==> src/rtl/bcd_digit_feeder.sv <==
// bcd_digit_feeder: sequential double-dabble binary-to-BCD converter plus scan-enable divider
// Ports: clk, rst (sync active-high); start/bin_in request a conversion; busy while converting;
// done pulses when kilo/hundred/ten/single_digit and ovf are published; scan_en strobes every SCAN_DIV clks.
// Build option BCD_FEEDER_SAT_EN: values >= 10000 publish 9999 instead of value mod 10000.
module bcd_digit_feeder #(
  parameter int SCAN_DIV = 50000
) (
  input  logic        clk,
  input  logic        rst,
  input  logic        start,
  input  logic [13:0] bin_in,
  output logic        busy,
  output logic        done,
  output logic        ovf,
  output logic [3:0]  single_digit,
  output logic [3:0]  ten_digit,
  output logic [3:0]  hundred_digit,
  output logic [3:0]  kilo_digit,
  output logic        scan_en
);
  localparam int CW = $clog2(SCAN_DIV);
  localparam logic [CW-1:0] LAST = CW'(SCAN_DIV - 1);
  typedef enum logic [1:0] {IDLE, SHIFT, PUBLISH} state_t;
  state_t state, state_nx;
  logic [13:0] sh;
  logic [19:0] acc;
  logic [18:0] adj;
  logic [15:0] pub;
  logic [3:0] it;
  logic [CW-1:0] cnt;
  for (genvar g = 0; g < 4; g++) begin : g_adj
    assign adj[4*g+:4] = acc[4*g+:4] >= 4'd5 ? acc[4*g+:4] + 4'd3 : acc[4*g+:4];
  end
  // a 14-bit input never drives the ten-thousands nibble past 1, so it needs no add-3
  assign adj[18:16] = acc[18:16];
`ifdef BCD_FEEDER_SAT_EN
  assign pub = |acc[19:16] ? 16'h9999 : acc[15:0];
`else
  assign pub = acc[15:0];
`endif
  assign busy = state != IDLE;
  assign scan_en = cnt == LAST;
  always_comb begin
    state_nx = state == IDLE  ? (start ? SHIFT : IDLE) :
               state == SHIFT ? (it == 4'd13 ? PUBLISH : SHIFT) : IDLE;
  end
  always_ff @(posedge clk) begin
    if (rst) begin
      state <= IDLE;
      sh <= '0;
      acc <= '0;
      it <= '0;
      done <= 1'b0;
      ovf <= 1'b0;
      {kilo_digit, hundred_digit, ten_digit, single_digit} <= '0;
      cnt <= '0;
    end else begin
      state <= state_nx;
      done <= state == PUBLISH;
      cnt <= scan_en ? '0 : cnt + 1'b1;
      if (state == IDLE && start) begin
        sh <= bin_in;
        acc <= '0;
        it <= '0;
      end
      if (state == SHIFT) begin
        acc <= {adj, sh[13]};
        sh <= {sh[12:0], 1'b0};
        it <= it + 4'd1;
      end
      if (state == PUBLISH) begin
        {kilo_digit, hundred_digit, ten_digit, single_digit} <= pub;
        ovf <= |acc[19:16];
      end
    end
  end
endmodule

==> config.mk <==
export PLATFORM = sky130hd
export DESIGN_NAME = bcd_digit_feeder
export DESIGN_NICKNAME = d
export VERILOG_FILES = /design/src/rtl/bcd_digit_feeder.sv
export SDC_FILE = /design/constraint.sdc
export NUM_CORES = 1
export LEC_CHECK = 0
export ABC_AREA = 1
export BUFFER_PORTS_ARGS = -buffer_cell sky130_fd_sc_hd__buf_2
export CORE_MARGIN = 2
export CORE_UTILIZATION = 58
export DETAILED_ROUTE_END_ITERATION = 16
export PLACE_DENSITY_LB_ADDON = 0.15
export REMOVE_ABC_BUFFERS = 1
export SETUP_SLACK_MARGIN = 0.5
export SYNTH_ARGS = -nofsm -noshare
export SYNTH_HDL_FRONTEND = slang
export SYNTH_SLANG_ARGS = --single-unit
==> constraint.sdc <==
create_clock -name clk -period 1.8 [get_ports clk]
set_input_delay 0.36 -clock clk [delete_from_list [all_inputs] [get_ports clk]]
set_output_delay 0.36 -clock clk [all_outputs]
set_load 0.02 [all_outputs]
==> impl_metrics.csv <==
group,metric,value,unit
setup_path,criticalPathCategory,"reg2out",
grt,grt_pass1_vias,2813,
power,cellPowerDensity,833.5,nW/um2
routing,drc,0,
die,core,5507,um2
routing,routed_via_density,5.516,
sta,period_share,0.9614,
final_layout,final_cells,572,
sta,whs,0.2628,ns
yosys,yosysWarnings,0,
clock_network,cts_sinks,74,
grt,grt.total_usage,0.2432,
routing,dr.pass1.iters,5,
die,dieArea,6306,um2
placed_design,dp.cells,540,
routing,num_vias,3155,
routing,wl_per_cell,13.56,um
clock_network,cts_tree,"yes",
yosys,synth.distinct_cells,31,
grt,grt_pass1_wl,12.28,mm
sta,max_slew_margin,0.7377,
yosys,postSynthCellCount,441,
yosys,synth_top_area_cell,"dfxtp_1",
setup_path,worstPathRequired,1.44,ns
setup_path,startpoint_type,"flip-flop",
yosys,synth_edf_count,0,
sta,finClkSkew,0.01540,ns
yosys,yosys-top-cells-area,"dfxtp_1 45%, nand2_1 13%, o21ai_0 5.2%, inv_1 5.0%, nand3_1 4.2%",
final_layout,layout-drive-gt1-share,0.3080,
grt,grt_max_degree,35,
sta,rsz0062_at_grt,"true",
final_layout,multi_input_area,1809,um2
yosys,synth_top_area_share,0.4492,
routing,ant_nets,0,
grt,antenna_found_initial,0,
final_layout,fillers,376,
sta,fin_crit,1.730,ns
die,start_util,0.5990,
min_path,whs_endpoint,"sh[0]",
sta,setup_viol,0,
placed_design,dpl.hpwl,4.449,mm
yosys,ys_ff_latch,74,
power,ir_drop,0.6102,mV
die,row_count,27,
setup_path,r2r_setup_slack,0.45,ns
final_layout,seqCellArea,1506,um2
setup_path,crit_path_end_kind,"output port",
die,ios,37,
clock_network,htreeDepth,3,
final_layout,area_growth,27.77,%
final_layout,diodes,0,
grt,overflow,0,
min_path,min-delay-path-class,"in2reg",
yosys,synth_ff_type,"dfxtp_1",
clock_network,clk_path_buf_depth,2,
yosys,avgSynthCellArea,7.479,um2
placed_design,place.gp.congestion,0.8373,
clock_network,clock_latency,0.35,ns
sta,drv_slew,0,
final_layout,nets,523,
setup_path,crit_arrival,1.37,ns
clock_network,cts.clk_slew.worst_paths,0.08,ns
yosys,yosys-top-cells-count,"114 x nand2_1, 74 x dfxtp_1, 44 x inv_1, 35 x nor2_1, 34 x o21ai_0",
routing,drtIter0Drc,201,
sta,fin_ws,0.06952,ns
sta,fmax,0.5779,GHz
placed_design,portBuffers,36,
sta,worst_slew_pin_slew,0.3934,ns
setup_path,worstRegToRegCells,7,
clock_network,cts_hold_buf,0,
die,die_w,79.41,um
sta,hold_viol_final,0,
power,power_leakage,1.736,nW
yosys,synthArstFlopShare,0,
yosys,syn_area,3298,um2
setup_path,r2r_end,"cnt[10]",
clock_network,cts-root-buf,"clkbuf_8",
routing,wl,7.758,mm
power,total_power,3.513,mW
die,die_h,79.41,um
yosys,synth_most_common_cell,"nand2_1",
setup_path,cp_max_fo,4,
placed_design,dpl_worst_slack,0.1663,ns
clock_network,numCtsBuffers,9,
run_status,status,"finished clean",
setup_path,r2r_start,"cnt[7]",
run,drv_cap,0,
min_path,worstHoldPathCells,3,
min_path,worstHoldStart,"bin_in[0]",
yosys,synth-seq-area-share,0.4492,
sta,setup_tns,0,ns
## power by group
part	internal, mW	total [mW]	leakage (nW)	switching, mW
sequential	1.67	1.70	0.607	0.0327
clock	0.892	1.51	0.119	0.617
combinational	0.127	0.300	1.01	0.173
## layout by cell type (no fill, tap or decap), drive strengths merged, types with 4 or more instances in the layout
cell / count
nand2: 119
dfxtp: 74
buf: 53
inv: 45
o21ai: 39
nor2: 39
nand3: 28
a21oi: 25
a31oi: 14
clkbuf: 13
ha: 11
nand4: 8
xor2: 7
nor3: 5
o22ai: 4
o211ai: 4
## timing repair
item | in CTS | in global routing
buffers inserted | 5 | 6
pin swaps | 5 | 26
resized for setup | 31 | 78
gates cloned | 2 | 3
hold endpoints to repair | 0 | 0
endpoints found under the setup margin | 36 | 63
## cell type report
type,instances,share of cell area
flip-flops and latches,74,0.3575
multi-input cells,309,0.4293
well taps,72,0.02138
clock inverters,4,0.01722
inverters,47,0.04513
clock buffers,12,0.03919
repair buffers,54,0.09026
## sequential cells by signal, indices dropped and copies added, names as in the netlist
signal	flops
single_digit	4
acc	20
hundred_digit	4
sh	14
kilo_digit	4
state	2
cnt	16
ovf	1
done	1
it	4
ten_digit	4
## cell families (layout without fill, tap and decap cells)
logic type / count (synthesis) / after routing / share of synthesized area
xor gates and xnor gates: 9 / 9 / 0.02390
DFF: 74 / 74 / 0.4492
and+or+nand+nor: 198 / 201 / 0.2546
buffers and inverters: 61 / 117 / 0.08232
AOI/OAI and AO/OA: 88 / 88 / 0.1483
adders and majority gates: 11 / 11 / 0.04173
## critical path, stage by stage (launching register included)
cell	delay, ns
dfxtp_1	0.48
nand3_4	0.10
or2_4	0.25
nor2_4	0.08
buf_6	0.11
## per-layer routing
layer,GRT usage,wire (um)
met2,0.4127,3749
met3,0.04186,412
met5,0,0
met4,0.09828,162
met1,0.3068,3432
## worst max-delay path by stage
| stage | to | from | depth (start not counted) |
|---|---|---|---|
| finish | scan_en | cnt[2] | 4 |
| global route | scan_en | cnt[6] | 5 |
| CTS | scan_en | cnt[1] | 5 |
| detailed placement | scan_en | cnt[0] | 5 |
| global placement | scan_en | cnt[0] | 5 |
| floorplan | scan_en | cnt[0] | 4 |
## through the flow
| stage | area (um2) | util |
|---|---|---|
| after global placement | 3512 | 0.6378 |
| after CTS | 3905 | 0.7092 |
| after floorplan | 3204 | - |
| after detailed placement | 3512 | 0.6378 |
| final | 4214 | 0.7653 |
| after global routing | 4214 | 0.7653 |
(Power assumes the default switching activity.)
